$ cat src/rtl/alu_mult_seq.sv
// Purpose: shift-add sequencer producing the low WIDTH bits of an unsigned a*b via the shared ALU.
// Latency: done in cycle T+2+2n+p after start accepted at T (n = top set bit of b + 1, p = popcount b).
// Backpressure: start accepted only in IDLE; requests while busy or in DONE are dropped, not queued.
//
// Ports:
//   clk, reset          - clock, synchronous active-high reset
//   start, a, b         - multiply request and operands (captured when start is accepted)
//   busy, done, product - status, one-cycle completion pulse, result (held until next accepted start)
//   alu_op1/op2/control - drive to the shared ALU; alu_result is its combinational answer
module alu_mult_seq #(
  parameter int         WIDTH      = 32,
  parameter logic [2:0] CTRL_ADD   = 3'b000,
  parameter logic [2:0] CTRL_SHIFT = 3'b010
) (
  input  logic             clk,
  input  logic             reset,
  input  logic             start,
  input  logic [WIDTH-1:0] a,
  input  logic [WIDTH-1:0] b,
  output logic             busy,
  output logic             done,
  output logic [WIDTH-1:0] product,
  output logic [WIDTH-1:0] alu_op1,
  output logic [WIDTH-1:0] alu_op2,
  output logic [2:0]       alu_control,
  input  logic [WIDTH-1:0] alu_result
);

  typedef enum logic [2:0] {
    S_IDLE,
    S_EVAL,
    S_ADD,
    S_SHIFT,
    S_DONE
  } state_t;

  localparam logic [WIDTH-1:0] ONE = {{(WIDTH-1){1'b0}}, 1'b1};

  state_t           state;
  state_t           state_nxt;
  logic [WIDTH-1:0] acc;
  logic [WIDTH-1:0] mcand;
  logic [WIDTH-1:0] mplier;
  logic [WIDTH-1:0] product_q;

  // State register and datapath registers.
  always_ff @(posedge clk) begin
    if (reset) begin
      state     <= S_IDLE;
      acc       <= '0;
      mcand     <= '0;
      mplier    <= '0;
      product_q <= '0;
    end else begin
      state <= state_nxt;
      case (state)
        S_IDLE: begin
          if (start) begin
            mcand  <= a;
            mplier <= b;
            acc    <= '0;
          end
        end
        S_ADD: begin
          acc <= alu_result;
        end
        S_SHIFT: begin
          mcand  <= alu_result;
          // Multiplier shift is local; the ALU is busy doubling mcand this cycle.
          mplier <= mplier >> 1;
        end
        S_DONE: begin
          product_q <= acc;
        end
        default: ;
      endcase
    end
  end

  // Next state and Moore outputs (ALU drive depends on state only).
  always_comb begin
    state_nxt   = state;
    busy        = 1'b0;
    done        = 1'b0;
    alu_control = CTRL_ADD;
    alu_op1     = '0;
    alu_op2     = '0;
    case (state)
      S_IDLE: begin
        if (start) state_nxt = S_EVAL;
      end
      S_EVAL: begin
        busy = 1'b1;
        // Early exit once no multiplier bits remain; a zero multiplicand does not shortcut.
        if (mplier == '0)     state_nxt = S_DONE;
        else if (mplier[0])   state_nxt = S_ADD;
        else                  state_nxt = S_SHIFT;
      end
      S_ADD: begin
        busy        = 1'b1;
        alu_control = CTRL_ADD;
        alu_op1     = acc;
        alu_op2     = mcand;
        state_nxt   = S_SHIFT;
      end
      S_SHIFT: begin
        busy        = 1'b1;
        alu_control = CTRL_SHIFT;
        alu_op1     = mcand;
        alu_op2     = ONE;
        state_nxt   = S_EVAL;
      end
      S_DONE: begin
        done      = 1'b1;
        state_nxt = S_IDLE;
      end
      default: state_nxt = S_IDLE;
    endcase
  end

  // acc is already final in DONE, so the result is visible in the done cycle itself.
  assign product = (state == S_DONE) ? acc : product_q;

endmodule

$ cat config.mk
export PLATFORM = sky130hd
export DESIGN_NAME = alu_mult_seq
export DESIGN_NICKNAME = d
export VERILOG_FILES = /design/src/rtl/alu_mult_seq.sv
export SDC_FILE = /design/constraint.sdc
export NUM_CORES = 1
export LEC_CHECK = 0
export BUFFER_PORTS_ARGS = -buffer_cell sky130_fd_sc_hd__buf_2
export CORE_AREA = 2 2 153 155
export CTS_CLUSTER_SIZE = 25
export DETAILED_ROUTE_END_ITERATION = 7
export DIE_AREA = 0 0 155 157
export GPL_TIMING_DRIVEN = 0
export PLACE_DENSITY = 0.49
export SETUP_SLACK_MARGIN = 0.05
export SLEW_MARGIN = 20
export SYNTH_ARGS = -nofsm -noshare
export SYNTH_HDL_FRONTEND = slang
export SYNTH_SLANG_ARGS = --single-unit
$ cat constraint.sdc
create_clock -name clk -period 2 [get_ports clk]
set_clock_uncertainty 0.15 [all_clocks]
set_input_delay 0 -clock clk [delete_from_list [all_inputs] [get_ports clk]]
set_output_delay 0 -clock clk [all_outputs]
set_load 0.01 [all_outputs]
# [After elaboration in Yosys (flattened, before gate mapping)]
# Cells that the tools add are included.
[classes] n_reduce_logical=7 muxes=16 eq_ne=5
[ops] op="$pmux 32 s2" n=5
[ops] op="$mux 32" n=4
[ops] op="$logic_not 32->1" n=1
[ops] op="$pmux 3 s4" n=1
[ops] op="$eq 3x2->1 const B" n=2
[ops] op="$mux 3" n=2
[ops] op="$reduce_and 2->1" n=2
[ops] op="$reduce_bool 2->1" n=2
[ops] op="$eq 3x1->1 const B" n=1
[ops] op="$eq 3x3->1 const B" n=1
[ops] op="$logic_not 3->1" n=1
[ops] op="$mux 1" n=3
[ops] op="$reduce_or 3->1" n=1
[ops] op="$mux 2" n=1
[ops] op="$ne 2x2->1 const B" n=1
[totals] word_cells=33 output_inout_bits=101 ff_bits=131 input_bits=99

# [Depth between registers and ports, before layout]
[depth] ltp_word=3 depth_mapped=8

# [Worst setup path after synthesis]
# Ideal clock, no wire load.
[synth_timing] kind="reg-to-reg" startpoint="register state[2]" endpoint="register product_q[27]" path_buffers=3 path_slack_ns=0.156 synth_period_minus_slack_ns=1.844 stages_incl_launch_ff=7 arrival_time_ns=1.559 path_cell_list="dfxtp_1 -> buf_2 -> and2_1 -> clkbuf_1 -> buf_2 -> mux2_2 -> nor2b_1"
[synth_via] elab_chain_len=2
[synth_rtl] item="start, declared" line_no="39" text="state_t state;"
[synth_rtl] item="start signal, assigned" line_no="55" text="state <= state_nxt;"
[synth_rtl] item="$eq 3x3->1"
[synth_rtl] item="$mux 32"
[synth_rtl] item="via product[27]" line_no="22" text="output logic [WIDTH-1:0] product,"
[synth_rtl] item="end signal, assigned" line_no="53" text="product_q <= '0;"
[synth_rtl] item="end signal, assigned" line_no="73" text="product_q <= acc;"
[synth_rtl] item="end, declared" line_no="44" text="logic [WIDTH-1:0] product_q;"
# The timed path passes the listed nets, and every way through them passes these cells.
# A chain may end at the register's enable or synchronous reset.

# [Worst setup path in the final report]
[layout_timing] startpoint="register state[2]" endpoint="output port alu_op1[9]"
[layout_via] elab_chain_len=2 elab_cells_between_ends=3 cone_classes="eq/ne (2); mux (1)"
[layout_rtl] item="$eq 3x2->1" line_no="88" text="case (state)"
[layout_rtl] item="$pmux 32 s2 (*)" line_no="88"
[layout_rtl] item="end, declared" line_no="23" text="output logic [WIDTH-1:0] alu_op1,"
# Mark *: on every way between the ends. The rest lies on a longest branch, timed or not.

==> metrics.md <==
| Metric | Value |
|---|---|
| Mapped Area | `0.00628 sq mm` |
| Die Wd | `155 microns` |
| Clock-pin slew on the worst setup and hold paths | `0.05 ns` |
| Final wirelength | `24900 microns` |
| Rel. slew slack | `42.1%` |
| Fin crit period | `2.00 ns` |
| Pwr Density | `812 mW/mm^2` |
| IO Count | `200` |
| Hold depth | `4` |
| Skew-Pair Late Insertion Delay | `0.42 ns` |
| Dominant cell type by area after synthesis | `dfxtp_1` |
| Worst R2R Start | `state[2]$_SDFFE_PP0P_` |
| Total GRT Usage | `19.8%` |
| Starting Density | `27.9%` |
| Final Max Slew Viols | `0` |
| Worst R2R End | `mcand[10]$_SDFFE_PP0P_` |
| Critical Path Stages | `8` |
| Initial DRC count | `211` |
| Nets | `1122` |
| Fraction of layout cells with a size suffix above 1 | `39.7%` |
| Post-synthesis register bit count | `131` |
| CTS Root Cell | `clkbuf_16` |
| Slowest cell on the critical path | `dfxtp_2` |
| Cell Area, Placed | `0.00762 sq mm` |
| Antenna-violating nets left | `0` |
| CTS tree | `yes` |
| FF+latch area | `0.00263 sq mm` |
| Worst EP arrival | `1.85 ns` |
| Clock sinks | `131` |
| Hold WC Path Type | `input pin to flip-flop` |
| CP Launch Type | `flip-flop` |
| Pre-CTS WS | `-0.692 ns` |
| Initial DRT Pass Iterations | `4` |
| Drt drc | `0` |
| Yosys warning count | `0` |
| Total congestion overflow | `0` |
| Maximum clock rate | `500 MHz` |
| RSZ-0062 raised after global routing | `true` |
| Synth Area per Inst | `9.19 sq um` |
| Die height | `157 microns` |
| Clock buffer depth | `2` |
| Critical Path End Type | `output pin` |
| Final Setup Violations | `0` |
| Peak fanout along the critical path | `8` |
| CP bufs+invs | `6` |
| Post-route cell area | `0.0101 sq mm` |
| Routed WL per cell | `18.8 microns` |
| Sequential fraction of the synthesis area | `41.8%` |
| Critical path's largest stage delay | `0.32 ns` |
| CP delay by family, top | `buffers and inverters` |
| Status | `finished clean` |
| Area grow syn2layout | `61.3%` |
| Synth top area cells | `dfxtp_1 (42%), a311oi_2 (15%), nand2_1 (7.7%)` |
| Cells after Synth | `683` |
| Number of diodes | `0` |
| Number of library cell types mapped by synthesis | `29` |
| Worst Path Required | `1.85 ns` |
| Hold Slack | `0.165 ns` |
| Final worst slack | `0.000754 ns` |
| Slew @ Worst Pin | `0.869 ns` |
| Initial antenna violation count | `0` |
| Max IR drop VDD | `0.554 mV` |
| Synth top area share | `41.8%` |
| R2r worst-path depth | `9` |
| DR vias | `6355` |
| Site Rows | `55` |
| Port Buf Inserts | `196` |
| Leakage | `0.00444 uW` |
| R2R Setup Slk | `0.13 ns` |
| CTS Buf Count | `17` |
| Fin. Hold Viols | `0` |
| Multi-input gate area | `0.00342 sq mm` |
| Final period utilization | `100%` |
| Critical Path Source | `state[2]$_SDFFE_PP0P_` |
| Crit Path Class | `flip-flop to output pin` |
| Max-cap violations | `0` |
| HPWL after DPL | `16500 microns` |
| First-pass GRT wire length | `36600 microns` |
| Via-per-instance ratio | `4.81` |
| Via count of the first global-routing pass | `6423` |
| Final core utilization | `45.0%` |
| Largest net degree at the start of global routing | `17` |
| H-tree level count | `4` |
| Core ar. | `0.0225 sq mm` |
| CP Cell Sequence | `buf_6 > nand3b_1 > buf_6 > clkinv_8 > buf_12 > buf_12 > a22o_1 > buf_2` |
| DIE AREA | `0.0243 sq mm` |
| GPL Wtd Cong | `0.764` |
| # fillers | `2209` |
| CP endpoint | `alu_op1[9]` |
==> worst reg2reg max path: stages (launching register included) <==
cell and delay (ns):
dfxtp_2 0.31, buf_6 0.12, nand3b_1 0.16, buf_6 0.15, clkinv_8 0.05, buf_4 0.09, buf_4 0.14, clkbuf_2 0.27
nand2_1 0.12, a311oi_2 0.23
==> synthesized netlist by cell type <==
master	number
a32o_1	1
nor2b_1	33
clkbuf_1	38
inv_1	1
nand2_1	129
a22oi_1	32
clkinv_1	1
nor2_1	102
buf_6	11
o21ai_0	3
nand3b_1	2
a21oi_4	1
buf_2	13
nor3_2	1
and3_1	32
a311oi_2	63
o21ai_1	1
nand4_1	2
a22o_1	32
buf_4	4
or3b_1	1
a21oi_1	4
nor3_1	1
mux2_2	32
and2_1	1
dfxtp_1	131
conb_1	1
buf_1	2
nor4_1	8
==> power by group <==
part / switching [uW] / leakage (uW) / internal, uW / total [uW]
sequential: 170 / 0.00107 / 2830 / 3000
combinational: 966 / 0.00306 / 838 / 1800
clock: 1280 / 0.000304 / 2140 / 3420
==> cell usage in the layout (no fill, tap or decap), types with 2 or more instances in the layout <==
cell	instances
nand2_1	129
buf_8	4
a22o_1	32
conb_1	2
inv_6	4
a22oi_1	32
buf_6	45
clkbuf_16	21
nor4_1	8
buf_2	166
clkbuf_2	14
nor2_1	100
clkinvlp_4	3
nand3b_1	2
clkinv_4	2
nand4_1	2
clkbuf_4	2
dfxtp_1	128
clkbuf_8	2
buf_12	9
mux2_4	31
dfxtp_2	2
a311oi_2	63
clkbuf_1	16
o21ai_0	3
a21oi_1	3
bufinv_16	4
buf_4	27
dlygate4sd3_1	99
and3_1	32
nor2b_1	33
==> sequential cells by signal (all words and copies together), names as in the netlist <==
name,cells
acc,32
mcand,32
mplier,32
product_q,32
state,3
==> logic make-up (layout without fill, tap and decap cells) <==
group / count (synthesis) / count (layout) / share of synthesized area (%)
AND/OR/NAND/NOR: 312 / 312 / 22.0
other: 1 / 2 / 0.0597
flip-flops: 131 / 131 / 41.8
buffers and inverters: 70 / 422 / 6.00
AO/OA/AOI/OAI: 137 / 137 / 24.4
multiplexers: 32 / 32 / 5.74
==> metal layers <==
layer	global-route usage [%]	share of wire, %	vias to the layer above
met5	0	0	-
met2	33.9	48	181
met3	3.39	4.3	18
met1	25.4	47	3048
li1	-	-	3108
met4	6.48	1.3	0
==> metrics by stage <==
stage / setup TNS (ns) / total power [uW] / cells
after floorplan: 0 / 3990 / 684
final: 0 / 8230 / 1321
after global routing: -0.487 / 8580 / 1321
after detailed placement: -40.13 / 4510 / 1165
after global placement: -36.27 / 4500 / 1165
after CTS: -0.0195 / 8250 / 1313
==> timing repair <==
| action | 4_1_cts | 5_1_grt |
|---|---|---|
| gates resized for setup | 80 | 95 |
| pin swaps | 23 | 10 |
| hold buffers | 99 | 0 |
| setup buffers | 15 | 6 |
| endpoints found under the setup margin | 218 | 131 |
| hold endpoints to repair | 117 | 0 |
| cloned | 3 | 3 |
==> cell type report <==
cell class,instances,share of cell area (%)
clock buffer,18,4.34
clock inverter,14,1.98
tap,285,3.52
timing repair buffer,322,24.3
multi-input combinational,483,33.8
buffer,66,5.93
inverter,2,0.222
sequential,131,26.0
==> how the worst min path moves through the flow <==
stage	endpoint	from	slack (ns)
6_report	state[1]$_SDFFE_PP0P_	reset	0.16
5_1_grt	acc[25]$_SDFFE_PP0P_	alu_result[25]	0.25
4_1_cts	state[1]$_SDFFE_PP0P_	reset	0.16
3_5_place_dp	acc[28]$_SDFFE_PP0P_	alu_result[28]	0.12
3_3_place_gp	acc[26]$_SDFFE_PP0P_	alu_result[26]	0.13
2_1_floorplan	acc[0]$_SDFFE_PP0P_	alu_result[0]	0.01
(Power assumes the default switching activity.)
